==> config.mk <==
export PLATFORM = sky130hd
export DESIGN_NAME = rr_mux_arbiter_5x1
export DESIGN_NICKNAME = d
export VERILOG_FILES = /design/src/rtl/rr_mux_arbiter_5x1_pkg.sv /design/src/rtl/rr_mux_arbiter_5x1_pick.sv /design/src/rtl/rr_mux_arbiter_5x1.sv
export SDC_FILE = /design/constraint.sdc
export NUM_CORES = 1
export LEC_CHECK = 0
export CORE_MARGIN = 2
export CORE_UTILIZATION = 45
export DETAILED_ROUTE_END_ITERATION = 8
export PLACE_DENSITY = 0.68
export SETUP_SLACK_MARGIN = 0.2
export SYNTH_ARGS = -nofsm -noshare
export SYNTH_HDL_FRONTEND = slang
export SYNTH_SLANG_ARGS = --single-unit
==> constraint.sdc <==
create_clock -name clk -period 3.1 [get_ports clk]
set_clock_uncertainty 0.2 [all_clocks]
set_input_delay 0.775 -clock clk [delete_from_list [all_inputs] [get_ports clk]]
set_output_delay 0.775 -clock clk [all_outputs]
set_load 0.05 [all_outputs]
==> src/rtl/rr_mux_arbiter_5x1_pkg.sv <==
// Shared constants, state encoding and small helpers for the 5-to-1 round-robin
// arbiter/mux. Channel codes match the ones the 1x5 demux consumes.
package rr_mux_arbiter_5x1_pkg;

    localparam int N_CH  = 5;
    localparam int SEL_W = 3;

    localparam logic [SEL_W-1:0] CH1 = 3'd0;
    localparam logic [SEL_W-1:0] CH2 = 3'd1;
    localparam logic [SEL_W-1:0] CH3 = 3'd2;
    localparam logic [SEL_W-1:0] CH4 = 3'd3;
    localparam logic [SEL_W-1:0] CH5 = 3'd4;

    typedef enum logic [1:0] {
        S_IDLE    = 2'd0,
        S_GRANTED = 2'd1,
        S_GAP     = 2'd2
    } state_t;

    // Channel index a+b, wrapping from CH5 back to CH1.
    function automatic logic [SEL_W-1:0] wrap_add(input logic [SEL_W-1:0] a,
                                                  input logic [SEL_W-1:0] b);
        logic [SEL_W:0] s;
        s = {1'b0, a} + {1'b0, b};
        if (s >= (SEL_W+1)'(N_CH))
            s = s - (SEL_W+1)'(N_CH);
        return SEL_W'(s);
    endfunction

    function automatic logic [N_CH-1:0] onehot(input logic [SEL_W-1:0] s);
        return N_CH'(1) << s;
    endfunction

endpackage

==> src/rtl/rr_mux_arbiter_5x1_pick.sv <==
// Combinational round-robin picker: first set request at or above the pointer,
// wrapping from channel 5 to channel 1.
module rr_pick5
    import rr_mux_arbiter_5x1_pkg::*;
(
    input  logic [N_CH-1:0]  req,
    input  logic [SEL_W-1:0] ptr,
    output logic [SEL_W-1:0] pick,
    output logic             any
);

    logic [SEL_W-1:0] cand [N_CH];

    genvar gi;
    generate
        for (gi = 0; gi < N_CH; gi++) begin : g_cand
            assign cand[gi] = wrap_add(ptr, SEL_W'(gi));
        end
    endgenerate

    // Scan from the farthest candidate inward so the nearest requester wins.
    always_comb begin
        pick = CH1;
        for (int k = N_CH - 1; k >= 0; k--) begin
            if (req[cand[k]])
                pick = cand[k];
        end
    end

    assign any = |req;

endmodule

==> src/rtl/rr_mux_arbiter_5x1.sv <==
// 5-to-1 round-robin arbiter and data mux: grants one requester at a time,
// exports its encoded select and forwards its data bit one cycle later.
module rr_mux_arbiter_5x1
    import rr_mux_arbiter_5x1_pkg::*;
#(
    parameter int TIMEOUT = 16,
    parameter int CNT_W   = 5
) (
    input  logic             clk,
    input  logic             reset,
    input  logic [N_CH-1:0]  Req,
    input  logic [N_CH-1:0]  Data,
    input  logic             Release,
    output logic [SEL_W-1:0] Sel,
    output logic [N_CH-1:0]  Grant,
    output logic             Valid,
    output logic             Out
);

    state_t           state_q, state_d;
    logic [SEL_W-1:0] ptr_q, ptr_d;
    logic [CNT_W-1:0] cnt_q, cnt_d;
    logic [SEL_W-1:0] sel_q, sel_d;
    logic [N_CH-1:0]  grant_q, grant_d;
    logic             valid_q, valid_d;
    logic             out_q, out_d;

    logic [SEL_W-1:0] pick;
    logic             any;
    logic             timeout_hit;

    rr_pick5 u_pick (
        .req  (Req),
        .ptr  (ptr_q),
        .pick (pick),
        .any  (any)
    );

    assign timeout_hit = (TIMEOUT != 0) && (cnt_q == CNT_W'(TIMEOUT - 1));

    always_comb begin
        state_d = state_q;
        ptr_d   = ptr_q;
        cnt_d   = cnt_q;
        sel_d   = sel_q;
        grant_d = grant_q;
        valid_d = valid_q;
        out_d   = out_q;
        case (state_q)
            // The single GAP cycle also performs the idle arbitration on its
            // closing edge, so consecutive grants have exactly one dead cycle.
            S_IDLE, S_GAP: begin
                grant_d = '0;
                valid_d = 1'b0;
                out_d   = 1'b0;
                state_d = S_IDLE;
                if (any) begin
                    state_d = S_GRANTED;
                    sel_d   = pick;
                    grant_d = onehot(pick);
                    valid_d = 1'b1;
                    cnt_d   = '0;
                end
            end
            S_GRANTED: begin
                if (Release || !Req[sel_q] || timeout_hit) begin
                    state_d = S_GAP;
                    grant_d = '0;
                    valid_d = 1'b0;
                    out_d   = 1'b0;
                    ptr_d   = (sel_q == CH5) ? CH1 : sel_q + 3'd1;
                end else begin
                    cnt_d = cnt_q + 1'b1;
                    out_d = Data[sel_q];
                end
            end
            default: begin
                state_d = S_IDLE;
                grant_d = '0;
                valid_d = 1'b0;
                out_d   = 1'b0;
            end
        endcase
    end

    always_ff @(posedge clk or posedge reset) begin
        if (reset) begin
            state_q <= S_IDLE;
            ptr_q   <= CH1;
            cnt_q   <= '0;
            sel_q   <= CH1;
            grant_q <= '0;
            valid_q <= 1'b0;
            out_q   <= 1'b0;
        end else begin
            state_q <= state_d;
            ptr_q   <= ptr_d;
            cnt_q   <= cnt_d;
            sel_q   <= sel_d;
            grant_q <= grant_d;
            valid_q <= valid_d;
            out_q   <= out_d;
        end
    end

    assign Sel   = sel_q;
    assign Grant = grant_q;
    assign Valid = valid_q;
    assign Out   = out_q;

endmodule

# ---- Word level (Yosys, flattened, before mapping)
# Cells that the tools add are included.
dict set report classes {
  mux 39
  reduce_logical 10
  n_addsub 11
  n_lt_le_gt_ge 11
  n_eq_ne 7
  shift 1
}
# op count
set op_table {}
lappend op_table {{$mux 3} 11}
lappend op_table {{$lt 3x4->1 const B} 6}
lappend op_table {{$bmux 1 s3} 7}
lappend op_table {{$mux 5} 4}
lappend op_table {{$pmux 5 s2} 2}
lappend op_table {{$ge 4x3->1 const B} 4}
lappend op_table {{$sub 3x3->3 const B} 5}
lappend op_table {{$mux 1} 12}
lappend op_table {{$add 3x2->4 const B} 2}
lappend op_table {{$ne 2x2->1 const B} 3}
lappend op_table {{$add 5x1->5 const B} 1}
lappend op_table {{$eq 5x4->1 const B} 1}
lappend op_table {{$reduce_or 5->1} 1}
lappend op_table {{$shl 1x3->5 const A} 1}
lappend op_table {{$add 3x1->4 const B} 1}
lappend op_table {{$add 3x3->4 const B} 1}
lappend op_table {{$pmux 2 s2} 1}
lappend op_table {{$reduce_and 2->1} 2}
lappend op_table {{$add 3x1->3 const B} 1}
lappend op_table {{$eq 3x3->1 const B} 1}
lappend op_table {{$ge 3x3->1 const B} 1}
lappend op_table {{$reduce_and 3->1} 1}
lappend op_table {{$eq 2x1->1 const B} 1}
lappend op_table {{$eq 2x2->1 const B} 1}
lappend op_table {{7 further kinds} 8}
dict set report totals {
  inputBits 13
  word_cells 86
  output_inout_bits 10
  reg_bits 20
}

# ---- Longest topological paths before layout
dict set report logic_depth {
  depth_word 13
  mapped_depth 15
  depth_no_buf 12
}

# ---- Hierarchy
# From an unflattened synthesis, not the netlist that was laid out.
dict set report hier_totals {
  cells_unflattened 242
  area_unflattened_um2 2182.1
}
# module seq_area_each_um2 area_each_um2 n_inst cells_each
set modules_own_cells {}
lappend modules_own_cells {rr_pick5 0.0 1128.6 1 149}
lappend modules_own_cells {rr_mux_arbiter_5x1 475.5 1053.5 1 93}

# ---- Worst setup path after synthesis
# OpenSTA, ideal clock, no wires.
dict set report synth_timing {
  kind {register -> register}
  startpoint {register ptr_q[0]}
  endpoint {register grant_q[1] (netlist: Grant[1])}
  path_buffers 3
  setup_time_ns 0.122
  path_slack_ns -0.182
  synth_period_minus_slack_ns 3.282
  arrival_ns 2.961
  required_ns 2.778
  stages_incl_launch_ff 16
  path_cell_list {dfrtp_1 -> buf_6 -> inv_1 -> buf_2 -> ha_1 -> inv_1 -> fa_1 -> buf_2 -> inv_1 -> nand4_1 -> a32oi_1 -> nor4_2 -> o221a_2 -> a211o_1 -> and2_4 -> a32o_1}
}
dict set report synth_between {
  elab_chain_len 13
  elab_cells_between_ends 37
  classes_between {add/sub: 9; order compare: 5; shift: 1; mux: 22}
}
# item line
set synth_rtl {}
lappend synth_rtl {{from (decl)} rr_mux_arbiter_5x1.sv:21} ;# logic [SEL_W-1:0] ptr_q, ptr_d;
lappend synth_rtl {{from (signal assigned)} rr_mux_arbiter_5x1.sv:97} ;# ptr_q <= ptr_d;
lappend synth_rtl {{$add 3x3->4} rr_mux_arbiter_5x1_pkg.sv:24} ;# s = {1'b0, a} + {1'b0, b};
lappend synth_rtl {{$ge 4x3->1 / $sub 3x3->3 (equally long branches)} {rr_mux_arbiter_5x1_pkg.sv:25, rr_mux_arbiter_5x1_pkg.sv:26}}
lappend synth_rtl {{$mux 3} rr_mux_arbiter_5x1_pkg.sv:25} ;# if (s >= (SEL_W+1)'(N_CH))
lappend synth_rtl {{$bmux 1 s3} rr_mux_arbiter_5x1_pick.sv:25} ;# if (req[cand[k]])
lappend synth_rtl {{$mux 1 (implied by the code)} rr_mux_arbiter_5x1_pick.sv:25}
lappend synth_rtl {{$mux 3 (4 in series)} rr_mux_arbiter_5x1_pick.sv:25}
lappend synth_rtl {{$mux 3 *} rr_mux_arbiter_5x1_pick.sv:25}
lappend synth_rtl {{$shl 1x3->5 *} rr_mux_arbiter_5x1_pkg.sv:31} ;# return N_CH'(1) << s;
lappend synth_rtl {{$mux 5 *} rr_mux_arbiter_5x1.sv:57} ;# if (any) begin
lappend synth_rtl {{$pmux 5 s2 *} rr_mux_arbiter_5x1.sv:49} ;# case (state_q)
lappend synth_rtl {{to (signal assigned)} rr_mux_arbiter_5x1.sv:100} ;# grant_q <= grant_d;
lappend synth_rtl {{to (decl)} rr_mux_arbiter_5x1.sv:24} ;# logic [N_CH-1:0] grant_q, grant_d;
# Mark *: on every way between the ends. The rest lies on a longest branch, timed or not. The select of a mux whose other input is x is not followed.
# A chain may end at the register's enable or synchronous reset.

# ---- Final worst setup path
dict set report layout_timing {
  startpoint {register ptr_q[1]}
  endpoint {register sel_q[1] (netlist: Sel[1])}
}
dict set report layout_between {
  elab_chain_len 10
  elab_cells_between_ends 34
  classes_between {add/sub: 9; order compare: 5; mux: 20}
}
# item line
set layout_rtl {}
lappend layout_rtl {{$add 3x3->4} rr_mux_arbiter_5x1_pkg.sv:24}
lappend layout_rtl {{$ge 4x3->1 / $sub 3x3->3 (equally long branches)} {rr_mux_arbiter_5x1_pkg.sv:25, rr_mux_arbiter_5x1_pkg.sv:26}}
lappend layout_rtl {{$mux 3} rr_mux_arbiter_5x1_pkg.sv:25}
lappend layout_rtl {{$bmux 1 s3} rr_mux_arbiter_5x1_pick.sv:25}
lappend layout_rtl {{$mux 1 (implied by the code)} rr_mux_arbiter_5x1_pick.sv:25}
lappend layout_rtl {{$mux 3 (4 in series)} rr_mux_arbiter_5x1_pick.sv:25}
lappend layout_rtl {{$mux 3 *} rr_mux_arbiter_5x1_pick.sv:25}
lappend layout_rtl {{to (signal assigned)} rr_mux_arbiter_5x1.sv:99} ;# sel_q <= sel_d;
lappend layout_rtl {{to (decl)} rr_mux_arbiter_5x1.sv:23} ;# logic [SEL_W-1:0] sel_q, sel_d;
# Marked as above.

==> flow_summary.ini <==
[worst_setup_path]
slowest_stage = dfrtp_2
criticalPathCategory = reg2reg
worstReg2RegEnd = Sel[1]$_DFFE_PP0P_
r2r_cells = 11
worstReg2RegStart = ptr_q[1]$_DFFE_PP0P_
rrSetupSlack_ns = -0.01
crit_arrival_ns = 3.05
crit_end = Sel[1]$_DFFE_PP0P_
worst_setup_path_end_kind = register
cp.required_ns = 3.03
critical-path-max-stage-delay_ns = 0.45
crit_path_max_fanout = 8
cp_cell_sequence = buf_8 -> ha_2 -> buf_4 -> a211oi_1 -> o32ai_1 -> and2_2 -> nor4_4 -> or3b_4 -> o21ai_4 -> nand2b_4 -> o21ai_1
critical_path.startpoint = ptr_q[1]$_DFFE_PP0P_
start_kind = register

[die]
core_area_mm2 = 0.00472
rows = 25
dieWidth_um = 74.1
io_pins = 23
initial_core_util_pct = 46.8
dieArea_mm2 = 0.00549
die_h_um = 74.1

[routing]
detail_route.wl_per_cell_um = 17.1
routed_via_density = 5.95
postRouteAntennaNets = 0
vias = 2487
drt_wl_total_um = 7160
drtIter0Drc = 257
first_pass_iters = 4
drc = 0

[grt]
grt_pass1_wl_um = 11400
antenna_found_initial = 0
grt_pass1_vias = 2382
gr-total-overflow = 0
grt_usage_pct = 26.6
grt_max_degree = 24

[min_path]
hold_class = reg2reg
min-delay-start = Valid$_DFFE_PP0P_
hold_depth = 2

[logic_synthesis]
synthAdderAreaFrac_pct = 7.70
synth_area_mm2 = 0.00221
ys_async_sr_fraction_pct = 100
muxShareOfSynthArea_pct = 7.25
synth-seq-area-share_pct = 22.7
synth_enable_flop_cells = 0
syn_nets = 294
synthDistinctLibCells = 67
synth_compound_area_share_pct = 28.6
synth-xor-area-share_pct = 1.59
yosys_warnings = 0
synth.avg_cell_area_um2 = 8.24
synth_top_family_by_area = compound AO/OA/AOI/OAI gates
synthCells = 268
synthSimpleGateAreaFrac_pct = 25.6
ys_ff_latch = 20
synth_ff_type = dfrtp_1

[clock_network]
root_buffer = clkbuf_8
cts_hold_buffers = 0
tritoncts = done
cts.htree.levels = 1
clk_pin_slew_ns = 0.08
cts_buffers = 3
numClockSinks = 20
clk_latency_ns = 0.26
cts_buffer_depth = 2

[flow_run]
drv_cap = 0

[layout]
final_net_count = 378
stdcell_area_mm2 = 0.00335
syn_to_final_growth_pct = 51.4
antenna_cells = 0
drive_gt1_share_pct = 40.2

[sta]
relSlewSlack_pct = 46.2
setup_viol = 1
tns_ns = -0.0144
fin_crit_sh_pct = 100
setup_ws_ns = -0.0144
worst_pin_slew_ns = 0.805
max_freq_mhz = 321
fin_crit_ns = 3.11
drv_slew = 0
finalHoldViolations = 0
grt_setup_unrepaired = yes

[placement]
dpl_cell_area_mm2 = 0.00294
gp_congestion = 0.947
io_buffer_count = 22
hpwl_um = 5150
place_ws_ns = -0.212

[run_status]
violations = setup timing
status = complete, but fails checks
## routing by layer
| metal | up-vias | routed length (um) | part of all wire (%) | track usage, % |
|---|---|---|---|---|
| met1 | 1183 | 3050 | 43 | 35.2 |
| met4 | 0 | 204 | 2.8 | 9.29 |
| met5 | - | 0 | 0 | 0 |
| met2 | 98 | 3440 | 48 | 44.3 |
| li1 | 1182 | - | - | - |
| met3 | 24 | 463 | 6.5 | 4.20 |
## worst min path at each step
stage,end,slack [ns]
3_3_place_gp,Valid$_DFFE_PP0P_,0.26
2_1_floorplan,cnt_q[4]$_DFFE_PP0P_,0.27
6_report,Valid$_DFFE_PP0P_,0.30
5_1_grt,Valid$_DFFE_PP0P_,0.33
4_1_cts,Valid$_DFFE_PP0P_,0.30
3_5_place_dp,Valid$_DFFE_PP0P_,0.28
## repair_timing
item,4_1_cts,5_1_grt
resized for setup,31,22
endpoints found under the setup margin,9,15
hold endpoints to repair,0,0
pin swaps,16,10
setup buffers,11,5
## cells in the final DEF (no fill, tap or decap), types with 4 or more instances in the layout
master / n
mux2i_1: 6
nor2b_1: 9
nand3_1: 9
buf_4: 65
nor3_1: 5
a211o_1: 5
o21ai_0: 11
o21ai_1: 8
dfrtp_1: 18
clkdlybuf4s50_1: 18
nand4_1: 5
ha_1: 6
inv_1: 10
nand2_1: 20
nand2b_1: 7
o211ai_1: 6
nor2_1: 15
buf_6: 6
mux2_2: 4
a21oi_1: 11
## cell type report
type,count,area [um2]
Multi-Input combinational cell,216,1790
Fill cell,369,1380
Timing Repair Buffer,96,833
Sequential cell,20,503
Tap cell,67,83.8
Inverter,15,63.8
Clock buffer,3,41.3
Clock inverter,1,30.0
## kinds of logic (layout without fill, tap and decap cells)
kind of cell | after synthesis | count (layout)
xor+xnor | 4 | 4
flops | 20 | 20
buf+inv | 32 | 115
simple gates | 100 | 100
compound gates | 86 | 86
mux | 13 | 13
fa+ha+maj | 13 | 13
## critical path, delay by kind of cell, from the launching register on
| family | cells | cell delay, ns |
|---|---|---|
| flops | 1 | 0.45 |
| simple gates | 4 | 1.16 |
| buf+inv | 2 | 0.34 |
| compound gates | 4 | 0.61 |
| fa+ha+maj | 1 | 0.22 |
## flip-flops by register name, summed over array words and instances (netlist names)
signal   cells
state_q      2
ptr_q        3
Sel          3
Valid        1
Out          1
Grant        5
cnt_q        5
## synthesized netlist by cell type, types with 3 or more instances
cell type,number,share of area (%)
a211o_1,5,2.0
a211oi_1,4,1.4
a21o_1,3,1.0
a21oi_1,13,2.9
a221oi_1,3,1.2
a31oi_1,4,1.1
and2_1,3,0.85
buf_2,9,2.0
clkbuf_1,5,0.85
dfrtp_1,20,23
ha_1,12,6.8
inv_1,14,2.4
mux2_2,4,2.0
mux2i_1,7,3.2
nand2_1,20,3.4
nand2b_1,8,2.3
nand3_1,9,2.0
nand4_1,5,1.4
nor2_1,17,2.9
nor2b_1,12,3.4
nor3_1,5,1.1
o211ai_1,6,2.0
o21ai_0,15,3.4
o21ai_1,6,1.4
## through the flow
stage	hold WS [ns]	util [%]	cells
floorplan	0.269	-	268
global placement	0.262	62.2	398
detailed placement	0.276	62.2	398
CTS	0.298	67.9	413
global route	0.329	70.8	418
finish	0.300	70.8	418
Power is left out: the tool's default activity adds up to more than one toggle a clock period on the data nets, which glitch-free logic cannot reach.
